--- src/rtl/integral_image_writer.sv ---
//------------------------------------------------------------------------------
// +--------------------------------------------------------------------------+
// | Module   : integral_image_writer                                         |
// | Purpose  : Builds the integral image of a raster pixel stream and writes |
// |            it into the integral-image cache through its write port.      |
// |            For rows below the first, I(x,y-1) is read back through the   |
// |            same port (we=0) before I(x,y) is written.                    |
// | Revision : 1.0 - initial release                                         |
// +--------------------------------------------------------------------------+
//------------------------------------------------------------------------------
`timescale 1ns/1ps
`default_nettype none

module integral_image_writer #(
  parameter int IMG_W     = 320,
  parameter int IMG_H     = 240,
  parameter int PIX_W     = 8,
  parameter int WORD_SIZE = 32,
  parameter int X_W       = 9,
  parameter int Y_W       = 8,
  parameter int RD_LAT    = 2
) (
  input  logic                 clk,
  input  logic                 rst_n,
  input  logic                 pix_valid,
  output logic                 pix_ready,
  input  logic [PIX_W-1:0]     pix_data,
  input  logic                 pix_sof,
  output logic [Y_W-1:0]       waddr_y,
  output logic [X_W-1:0]       waddr_x,
  output logic [WORD_SIZE-1:0] wdata,
  output logic                 we,
  input  logic [WORD_SIZE-1:0] q_in,
  output logic                 frame_done,
  output logic                 sync_err,
  output logic                 busy
);

  // The wait counter only has to hold RD_LAT-1; keep at least one bit.
  localparam int CNT_W = (RD_LAT > 1) ? $clog2(RD_LAT) : 1;

  localparam logic [X_W-1:0]   c_X_LAST    = X_W'(IMG_W - 1);
  localparam logic [Y_W-1:0]   c_Y_LAST    = Y_W'(IMG_H - 1);
  localparam logic [CNT_W-1:0] c_WAIT_INIT = CNT_W'(RD_LAT - 1);

  typedef enum logic [1:0] {
    S_IDLE  = 2'd0,
    S_READ  = 2'd1,
    S_WAIT  = 2'd2,
    S_WRITE = 2'd3
  } state_t;

  state_t               r_state;
  logic [X_W-1:0]       r_x;
  logic [Y_W-1:0]       r_y;
  logic [WORD_SIZE-1:0] r_row_sum;
  logic [WORD_SIZE-1:0] r_row_sum_n;
  logic [CNT_W-1:0]     r_cnt;

  logic                 r_pix_ready;
  logic [Y_W-1:0]       r_waddr_y;
  logic [X_W-1:0]       r_waddr_x;
  logic [WORD_SIZE-1:0] r_wdata;
  logic                 r_we;
  logic                 r_frame_done;
  logic                 r_sync_err;
  logic                 r_busy;

  logic [X_W-1:0]       w_x;
  logic [Y_W-1:0]       w_y;
  logic                 w_resync;
  logic [WORD_SIZE-1:0] w_pix_ext;
  logic [WORD_SIZE-1:0] w_row_sum_n;

  // Position of the offered pixel: a start-of-frame marker forces (0,0),
  // abandoning whatever frame was in progress. The running row sum restarts
  // at the first column of every row.
  always_comb begin
    w_x         = pix_sof ? '0 : r_x;
    w_y         = pix_sof ? '0 : r_y;
    w_resync    = pix_sof && ((r_x != '0) || (r_y != '0));
    w_pix_ext   = WORD_SIZE'(pix_data);
    w_row_sum_n = ((w_x == '0) ? '0 : r_row_sum) + w_pix_ext;
  end

  // Control FSM: one pixel in flight, optional read of the row above, then write.
  always_ff @(posedge clk or negedge rst_n) begin
    if (!rst_n) begin
      r_state      <= S_IDLE;
      r_x          <= '0;
      r_y          <= '0;
      r_row_sum    <= '0;
      r_row_sum_n  <= '0;
      r_cnt        <= '0;
      r_pix_ready  <= 1'b0;
      r_waddr_y    <= '0;
      r_waddr_x    <= '0;
      r_wdata      <= '0;
      r_we         <= 1'b0;
      r_frame_done <= 1'b0;
      r_sync_err   <= 1'b0;
      r_busy       <= 1'b0;
    end else begin
      r_frame_done <= 1'b0;
      r_sync_err   <= 1'b0;
      case (r_state)
        S_IDLE: begin
          if (!r_pix_ready) begin
            // First cycle after reset: open the input.
            r_pix_ready <= 1'b1;
          end else if (pix_valid) begin
            r_pix_ready <= 1'b0;
            r_busy      <= 1'b1;
            r_sync_err  <= w_resync;
            r_x         <= w_x;
            r_y         <= w_y;
            r_row_sum_n <= w_row_sum_n;
            if (w_y == '0) begin
              // Top row has nothing above it: write straight away.
              r_state   <= S_WRITE;
              r_waddr_y <= w_y;
              r_waddr_x <= w_x;
              r_wdata   <= w_row_sum_n;
              r_we      <= 1'b1;
            end else begin
              // Present the address of the pixel above as a read.
              r_state   <= S_READ;
              r_waddr_y <= w_y - 1'b1;
              r_waddr_x <= w_x;
            end
          end
        end

        S_READ: begin
          r_cnt   <= c_WAIT_INIT;
          r_state <= S_WAIT;
        end

        S_WAIT: begin
          if (r_cnt == '0) begin
            // Read data for the row above is valid this cycle.
            r_state   <= S_WRITE;
            r_waddr_y <= r_y;
            r_waddr_x <= r_x;
            r_wdata   <= r_row_sum_n + q_in;
            r_we      <= 1'b1;
          end else begin
            r_cnt <= r_cnt - 1'b1;
          end
        end

        S_WRITE: begin
          r_we        <= 1'b0;
          r_row_sum   <= r_row_sum_n;
          r_pix_ready <= 1'b1;
          r_state     <= S_IDLE;
          if (r_x == c_X_LAST) begin
            r_x <= '0;
            if (r_y == c_Y_LAST) begin
              r_y          <= '0;
              r_frame_done <= 1'b1;
              r_busy       <= 1'b0;
            end else begin
              r_y <= r_y + 1'b1;
            end
          end else begin
            r_x <= r_x + 1'b1;
          end
        end

        default: begin
          r_state <= S_IDLE;
        end
      endcase
    end
  end

  assign pix_ready  = r_pix_ready;
  assign waddr_y    = r_waddr_y;
  assign waddr_x    = r_waddr_x;
  assign wdata      = r_wdata;
  assign we         = r_we;
  assign frame_done = r_frame_done;
  assign sync_err   = r_sync_err;
  assign busy       = r_busy;

endmodule

`default_nettype wire

--- config.mk ---
export PLATFORM = sky130hd
export DESIGN_NAME = integral_image_writer
export DESIGN_NICKNAME = d
export VERILOG_FILES = /design/src/rtl/integral_image_writer.sv
export SDC_FILE = /design/constraint.sdc
export NUM_CORES = 1
export LEC_CHECK = 0
export CORE_UTILIZATION = 45
export CTS_CLUSTER_SIZE = 30
export DETAILED_ROUTE_END_ITERATION = 7
export DONT_BUFFER_PORTS = 1
export PLACE_DENSITY = 0.69
export REMOVE_ABC_BUFFERS = 1
export SKIP_CTS_REPAIR_TIMING = 1
export SLEW_MARGIN = 40
export SYNTH_ARGS = -nofsm -noshare
export SYNTH_HDL_FRONTEND = slang
export SYNTH_SLANG_ARGS = --single-unit
--- constraint.sdc ---
create_clock -name clk -period 4.8 [get_ports clk]
set_clock_uncertainty 0.05 [all_clocks]
set_input_delay 1.2 -clock clk [delete_from_list [all_inputs] [get_ports clk]]
set_output_delay 1.2 -clock clk [all_outputs]
set_load 0.1 [all_outputs]
==> reports/qor.yml, run 1 <==
sta:
  finalCriticalPeriod_ns: 4.03
  max_freq_mhz: 248
  final_hold_viol_count: 0
  rsz0062_at_grt: "no"
  setup_viol: 0
  fin_crit_sh: 0.839
  worstMarginPinSlew_ns: 0.893
  slew_headroom: 0.405
  slew_viol_final: 0
  setup_tns_ns: 0
synthesis:
  synth_top_cell_by_area: "dfrtp_1"
  avgSynthCellArea_um2: 8.93
  syn_area_mm2: 0.00868
  yosysSeqAreaShare: 0.398
  netlist.area_leader.share: 0.398
  synthArstFlopShare: 1.00
  ys_types: 71
  synthCells: 973
  yosysMostFrequentCell: "nand2_1"
  synth_warnings: 0
  yosys-top-cells-count: "nand2_1 (145), dfrtp_1 (138), o21ai_0 (72)"
  synth_edf_count: 0
  ys_ff_latch: 138
  synthTopCellsByArea: "dfrtp_1 (40%), ha_1 (6.9%), nand2_1 (6.3%), mux2_2 (4.5%), o21ai_0 (4.1%)"
  ys.flop_type: "dfrtp_1"
min_path:
  min_path_type: "input pin to async pin"
clocking:
  cts.htree.levels: 4
  clock-sinks: 138
  clock_path_buffers: 2
  numCtsBuffers: 17
  path_clk_slew_ns: 0.06
  clkLatencyLatePin_ns: 0.42
  cts_tree: "done"
  cts_root_buffer: "clkbuf_16"
setup_path:
  critPathCaptureType: "flip-flop"
  arrival_ns: 4.31
  startpoint_type: "flip-flop"
  worstPathRequired_ns: 5.08
  worstPathMaxFanout: 9
  crit_type: "flip-flop to flip-flop"
global_routing:
  grt_max_degree: 139
  grt-ovfl-total: 0
  grt_usage: 0.229
  grt_pass1_vias: 6757
  grt_pass1_wl_um: 35700
  antenna_found_initial: 0
power_and_ir_drop:
  p_leak_nw: 4.22
  p_total_mw: 6.64
  powerDensity_mw_per_mm2: 688
  peakVddDrop_mv: 0.351
status:
  outcome: "completed"
floorplan:
  start_util: 0.461
  coreArea_mm2: 0.0188
  dieArea_mm2: 0.0199
  chipWidth_um: 141
  io_pins: 98
  chipHeight_um: 141
  num_rows: 50
placement:
  place.gp.congestion: 0.889
  place_area_mm2: 0.00896
  dpl.hpwl_um: 15300
  port_buffers: 0
layout:
  fill_cells: 1679
  n_antenna_cell: 0
  drive_gt1_frac: 0.152
  syn_to_final_growth_pct: 11.2
  fin_area_mm2: 0.00966
  nNetsFinal: 1048
drt:
  first_pass_iters: 5
  vias: 6974
  drtAntennaViolNets: 0
  wire_per_inst_um: 17.6
  viasPerCell: 5.68
  routed_wl_um: 21600
  dr.first_iter.drc_count: 435
  drc: 0
run:
  cap_violations: 0
## per-stage QoR
| stage | hold WS (ns) | util | instances | setup slack (ns) |
|---|---|---|---|---|
| CTS | 0.411 | 0.512 | 1227 | 0.768 |
| floorplan | 0.419 | - | 924 | 0.355 |
| global placement | 0.434 | 0.472 | 1193 | 0.717 |
| detailed placement | 0.439 | 0.476 | 1195 | 0.583 |
| global route | 0.406 | 0.513 | 1227 | 0.481 |
| finish | 0.432 | 0.513 | 1227 | 0.775 |
## where the power goes
| group | total (mW) | internal, mW | switching, mW |
|---|---|---|---|
| combinational | 2.20 | 0.782 | 1.42 |
| clock | 1.53 | 1.02 | 0.511 |
| sequential | 2.91 | 1.47 | 1.44 |
| total | 6.64 | 3.27 | 3.37 |
## critical path, stage by stage, from the launching register on
cell	delay [ns]
dfrtp_1	0.45
nor4_2	0.53
a31oi_4	0.26
and2_1	0.23
ha_1	0.31
or3_1	0.38
a31oi_1	0.37
nor2_1	0.17
and3_1	0.33
nand2_1	0.13
xor2_1	0.08
o21ba_1	0.19
a311o_1	0.31
a22oi_1	0.14
## cell usage in the layout (no fill, tap or decap), drive strengths merged, types with 21 or more instances in the layout
cell / count
nand2: 145
dfrtp: 138
o21ai: 96
a21oi: 75
nor2: 55
ha: 48
mux2: 36
xnor2: 32
inv: 29
nor3: 28
nand3: 25
xor2: 21
clkbuf: 21
## cell type report
| class | count | area, um^2 | area share |
|---|---|---|---|
| multi-input combinational | 758 | 4940 | 0.512 |
| sequential | 138 | 3500 | 0.363 |
| timing repair buffer | 11 | 98.8 | 0.0102 |
| clock inverter | 11 | 214 | 0.0222 |
| tap | 260 | 325 | 0.0337 |
| clock buffer | 21 | 470 | 0.0487 |
| inverter | 28 | 105 | 0.0109 |
## path summary, 6_finish.rpt
check                                   from           end  slack, ns  cells after the start
worst max-delay path                  r_x[7]     wdata[23]       0.77                     13
worst min-delay path                   rst_n  r_row_sum[5]       0.43                      0
worst max register to register        r_x[7]     wdata[23]       0.77                     13
worst min register to register  r_row_sum[3]  r_row_sum[3]       0.45                      1
max in group asynchronous              rst_n     wdata[29]       4.00                      0
min in group clk                r_row_sum[3]  r_row_sum[3]       0.45                      1
## metal layers
| metal | global-route usage | share of wire |
|---|---|---|
| met1 | 0.309 | 0.46 |
| met2 | 0.356 | 0.45 |
| met5 | 0 | 0 |
| met4 | 0.0606 | 0.011 |
| met3 | 0.0717 | 0.074 |
## state kept, by name, indices dropped and copies added, names as in the netlist
register	cells
frame_done	1
r_row_sum_n	32
waddr_x	9
we	1
r_state	2
r_cnt	1
pix_ready	1
sync_err	1
r_x	9
wdata	32
waddr_y	8
r_y	8
busy	1
r_row_sum	32
## cell families after synthesis
family,synth area share
AND/OR/NAND/NOR,0.184
AO/OA/AOI/OAI,0.203
flip-flops,0.398
buffers and inverters,0.0353
XOR/XNOR,0.0535
adder cells (fa/ha/maj),0.0738
multiplexers,0.0524
(Power assumes the default switching activity.)
==> inputs of run 2 (changes only) <==
==> constraint.sdc (replaced) <==
create_clock -name clk -period 3.94 [get_ports clk]
set_clock_uncertainty 0.05 [all_clocks]
set_input_delay 0.985 -clock clk [delete_from_list [all_inputs] [get_ports clk]]
set_output_delay 0.985 -clock clk [all_outputs]
set_load 0.1 [all_outputs]
==> reports/qor.yml, run 2 (synthesis gave the netlist of run 1 again) <==
status:
  outcome: "completed"
clocking:
  clkLatencyLatePin_ns: 0.42  # about the same
  cts_root_buffer: "clkbuf_16"
  cts.htree.levels: 4  # unchanged
  clock_path_buffers: 2  # unchanged
  path_clk_slew_ns: 0.06  # about the same
  numCtsBuffers: 17  # unchanged
  clock-sinks: 138  # unchanged
  cts_tree: "done"
layout:
  drive_gt1_frac: 0.167  # +0.0153
  syn_to_final_growth_pct: 11.3  # about the same
  n_antenna_cell: 0  # unchanged
  nNetsFinal: 1055  # +0.67%
  mostFrequentLayoutCells: "nand2_1 (145), dfrtp_1 (91), o21ai_0 (72)"
  final_common_cell: "nand2_1"
  fill_cells: 1702  # +1.4%
floorplan:
  coreArea_mm2: 0.0188  # unchanged
  start_util: 0.461  # unchanged
  num_rows: 50  # unchanged
  chipWidth_um: 141  # unchanged
  dieArea_mm2: 0.0199  # unchanged
  chipHeight_um: 141  # unchanged
  io_pins: 98  # unchanged
power_and_ir_drop:
  p_leak_nw: 4.23  # about the same
  peakVddDrop_mv: 0.351  # about the same
  p_total_mw: 7.98  # +20%
  powerDensity_mw_per_mm2: 825  # +20%
drt:
  first_pass_iters: 5  # unchanged
  drc: 0  # unchanged
  dr.first_iter.drc_count: 429  # -1.4%
  wire_per_inst_um: 17.4  # -1.2%
  drtAntennaViolNets: 0  # unchanged
  viasPerCell: 5.66  # -0.34%
  routed_wl_um: 21500  # -0.64%
  vias: 6990  # +0.23%
sta:
  rsz0062_at_grt: "no"
  layout_setup_ws_ns: 0.190  # -0.585 ns
  slew_headroom: 0.403  # -0.00175
  max_freq_mhz: 267  # +7.3%
  worstMarginPinSlew_ns: 0.895  # +0.00262 ns
  finalCriticalPeriod_ns: 3.75  # -0.275 ns
  setup_viol: 0  # unchanged
  fin_crit_sh: 0.952  # +0.113
  final_hold_viol_count: 0  # unchanged
  slew_viol_final: 0  # unchanged
  setup_tns_ns: 0  # unchanged
global_routing:
  grt_pass1_wl_um: 34700  # -2.7%
  grt_usage: 0.224  # -0.00475
  grt-ovfl-total: 0  # unchanged
  grt_max_degree: 139  # unchanged
  antenna_found_initial: 0  # unchanged
  grt_pass1_vias: 6617  # -2.1%
placement:
  port_buffers: 0  # unchanged
  place_ws_ns: 0.0615  # -0.521 ns
  place.gp.congestion: 0.865  # -2.7%
  dpl.hpwl_um: 15300  # -0.20%
setup_path:
  critPathBufInv: 2  # +2
  critPathCaptureType: "flip-flop"
  worstPathMaxFanout: 9  # unchanged
  cp_cell_sequence: "nor4_4 > a31oi_4 > buf_4 > and2_1 > ha_1 > or4_1 > inv_1 > o211ai_1 > and3_2 > nand2_1 > xor2_1 > o21ba_1 > a311o_1 > a22oi_1"
  startpoint_type: "flip-flop"
  crit_type: "flip-flop to flip-flop"
  slowest_delay_ns: 0.54  # about the same
  timing.critical_path.from: "r_x[8]"
  slowest_stage: "or4_1"
  worstPathRequired_ns: 4.22  # -0.86 ns
  arrival_ns: 4.03  # -0.28 ns
  crit_family: "simple AND/OR/NAND/NOR gates"
  r2r_start: "r_x[8]"
min_path:
  min_path_type: "input pin to async pin"
run:
  cap_violations: 0  # unchanged
run 2: per-stage QoR:
step	util	std cells	hold slack [ns]	instance area, um^2
after floorplan	-	924	0.419	8480
after global placement	0.475	1201	0.432	8950
after detailed placement	0.477	1201	0.438	8980
after CTS	0.511	1233	0.199	9610
after global routing	0.513	1234	0.196	9670
final	0.513	1234	0.217	9670
run 2: layout make-up:
cell class,instances,area [um^2],share of cell area
well taps,260,325,0.0337
repair buffers,18,135,0.0140
multi-input cells,758,4960,0.513
inverters,28,105,0.0109
clock buffers,23,498,0.0515
clock inverters,9,135,0.0140
flip-flops and latches,138,3510,0.363
run 2: report_power, final:
| part | total (mW) | internal (mW) | switching [mW] |
|---|---|---|---|
| Clock | 1.71 | 1.08 | 0.624 |
| Sequential | 3.57 | 1.79 | 1.78 |
| Combinational | 2.70 | 0.981 | 1.72 |
| Total | 7.98 | 3.86 | 4.12 |
run 2: metal layers:
metal,track usage,vias to the layer above,routed length (um)
met5,0,-,0
met4,0.0624,0,261
met3,0.0669,28,1440
met2,0.360,173,9960
met1,0.293,3345,9790
li1,-,3444,-
run 2: worst register-to-register path: stages, from the launching register on:
cell	delay [ns]
dfrtp_1	0.47
nor4_4	0.41
a31oi_4	0.22
buf_4	0.21
and2_1	0.15
ha_1	0.20
or4_1	0.54
inv_1	0.14
o211ai_1	0.13
and3_2	0.30
nand2_1	0.11
xor2_1	0.08
o21ba_1	0.20
a311o_1	0.32
a22oi_1	0.14
run 2: path summary, 6_finish.rpt:
path | endpoint | slack [ns] | cells after the start
setup reg to reg | wdata[23] | 0.19 | 14
hold / removal | r_row_sum[5] | 0.22 | 0
max in group asynchronous | wdata[2] | 3.33 | 0
hold reg to reg | r_row_sum[2] | 0.45 | 1
setup / recovery | wdata[23] | 0.19 | 14
min in group clk | r_row_sum[2] | 0.45 | 1
==> inputs of run 3 (changes only) <==
--- a/config.mk
+++ b/config.mk
@@ -9,6 +9,7 @@
 export CTS_CLUSTER_SIZE = 30
 export DETAILED_ROUTE_END_ITERATION = 7
 export DONT_BUFFER_PORTS = 1
+export MAX_ROUTING_LAYER = met4
 export PLACE_DENSITY = 0.69
 export REMOVE_ABC_BUFFERS = 1
 export SKIP_CTS_REPAIR_TIMING = 1
==> reports/qor.yml, run 3 (synthesis gave the netlist of run 1 again) <==
setup_path:
  reg2reg_depth: 14  # unchanged
  cp_cell_sequence: "nor4_4 > a31oi_4 > buf_4 > and2_1 > ha_1 > or4_1 > inv_1 > o211ai_1 > and3_2 > nand2_1 > xor2_1 > o21ba_1 > a311o_1 > a22oi_1"
  r2r_start: "r_x[8]"
  slowest_delay_ns: 0.54  # about the same
  arrival_ns: 4.04  # about the same
  critPathCaptureType: "flip-flop"
  startpoint_type: "flip-flop"
  worstPathMaxFanout: 9  # unchanged
  critPathCapture: "wdata[23]"
  crit_type: "flip-flop to flip-flop"
  worstPathRequired_ns: 4.23  # about the same
  critPathBufInv: 2  # unchanged
  r2r_setup_slack_ns: 0.19  # about the same
  cp.depth: 14  # unchanged
  timing.critical_path.from: "r_x[8]"
  slowest_stage: "or4_1"
  rr_endpoint: "wdata[23]"
  crit_family: "simple AND/OR/NAND/NOR gates"
global_routing:
  grt_usage: 0.231  # +0.00706
  grt_pass1_wl_um: 34700  # unchanged
  grt-ovfl-total: 0  # unchanged
  grt_max_degree: 139  # unchanged
  antenna_found_initial: 0  # unchanged
  grt_pass1_vias: 6631  # +0.21%
clocking:
  path_clk_slew_ns: 0.06  # about the same
  clkLatencyLatePin_ns: 0.43  # about the same
  cts.htree.levels: 4  # unchanged
  cts_tree: "done"
  clock_path_buffers: 2  # unchanged
  cts_root_buffer: "clkbuf_16"
  numCtsBuffers: 17  # unchanged
  clock-sinks: 138  # unchanged
drt:
  drc: 0  # unchanged
  first_pass_iters: 5  # unchanged
  wire_per_inst_um: 17.4  # about the same
  wl_met3_um: 1480  # +3.3%
  vias: 6992  # +0.029%
  dr.first_iter.drc_count: 422  # -1.6%
  viasPerCell: 5.67  # about the same
  drtAntennaViolNets: 0  # unchanged
  routed_wl_um: 21500  # about the same
  highest_layer: "met4"
  wl_met2_um: 9930  # -0.34%
  m1WireLength_um: 9770  # -0.21%
floorplan:
  start_util: 0.461  # unchanged
  io_pins: 98  # unchanged
  chipHeight_um: 141  # unchanged
  dieArea_mm2: 0.0199  # unchanged
  chipWidth_um: 141  # unchanged
  num_rows: 50  # unchanged
  coreArea_mm2: 0.0188  # unchanged
layout:
  fin_util: 0.513  # unchanged
  final_common_cell: "nand2_1"
  nNetsFinal: 1055  # unchanged
  drive_gt1_frac: 0.167  # unchanged
  fill_cells: 1702  # unchanged
  syn_to_final_growth_pct: 11.3  # unchanged
  n_antenna_cell: 0  # unchanged
  mostFrequentLayoutCells: "nand2_1 (145), dfrtp_1 (91), o21ai_0 (72)"
sta:
  final_hold_viol_count: 0  # unchanged
  slew_viol_final: 0  # unchanged
  rsz0062_at_grt: "no"
  layout_setup_ws_ns: 0.186  # -0.00389 ns
  max_freq_mhz: 266  # -0.10%
  setup_viol: 0  # unchanged
  fin_crit_sh: 0.953  # +0.000988
  finalCriticalPeriod_ns: 3.75  # +0.00389 ns
  worstMarginPinSlew_ns: 0.895  # +0.000161 ns
  slew_headroom: 0.403  # about the same
placement:
  dpl.hpwl_um: 15300  # unchanged
  place.gp.congestion: 0.880  # +1.6%
  place_ws_ns: 0.0615  # unchanged
  port_buffers: 0  # unchanged
status:
  outcome: "completed"
min_path:
  min_path_type: "input pin to async pin"
power_and_ir_drop:
  peakVddDrop_mv: 0.352  # +0.23%
  powerDensity_mw_per_mm2: 825  # about the same
  p_leak_nw: 4.23  # unchanged
run:
  cap_violations: 0  # unchanged
==> run 3: cell counts in the layout (fill, tap and decap cells not counted) <==
Identical to the previous run, type by type.
==> run 3: layout make-up <==
cell class / instances / area, um^2 / area share
well taps: 260 / 325 / 0.0337
flip-flops and latches: 138 / 3510 / 0.363
multi-input cells: 758 / 4960 / 0.513
repair buffers: 18 / 135 / 0.0140
clock inverters: 9 / 135 / 0.0140
inverters: 28 / 105 / 0.0109
clock buffers: 23 / 498 / 0.0515
==> run 3: worst min path at each step <==
stage	depth (start not counted)	endpoint	start	slack, ns
floorplan	2	r_row_sum_n[10]	r_row_sum_n[10]	0.42
global placement	1	r_row_sum[2]	r_row_sum[2]	0.43
detailed placement	1	r_row_sum[2]	r_row_sum[2]	0.44
CTS	0	r_x[7]	rst_n	0.20
global route	0	r_row_sum[5]	rst_n	0.19
finish	0	r_row_sum[5]	rst_n	0.21
==> run 3: metal layers <==
layer	global-route usage	vias up
li1	-	3439
met5	-	-
met2	0.360	179
met3	0.0676	26
met4	0.0624	0
met1	0.293	3348
==> run 3: per-stage QoR <==
stage / instance area, um^2 / std cells / setup TNS (ns) / total power, mW / hold slack, ns
after floorplan: 8480 / 924 / -4.79 / 5.39 / 0.419
after global placement: 8950 / 1201 / 0 / 6.18 / 0.432
after detailed placement: 8980 / 1201 / 0 / 6.24 / 0.438
after CTS: 9610 / 1233 / 0 / 7.97 / 0.199
after global routing: 9670 / 1234 / 0 / 8.43 / 0.194
final: 9670 / 1234 / 0 / 7.98 / 0.209
==> run 3: power by group <==
group,switching (mW),total [mW],internal (mW),leakage [nW]
clock network,0.627,1.71,1.08,0.302
logic,1.72,2.70,0.981,2.16
registers,1.78,3.57,1.79,1.76
total,4.12,7.98,3.86,4.23
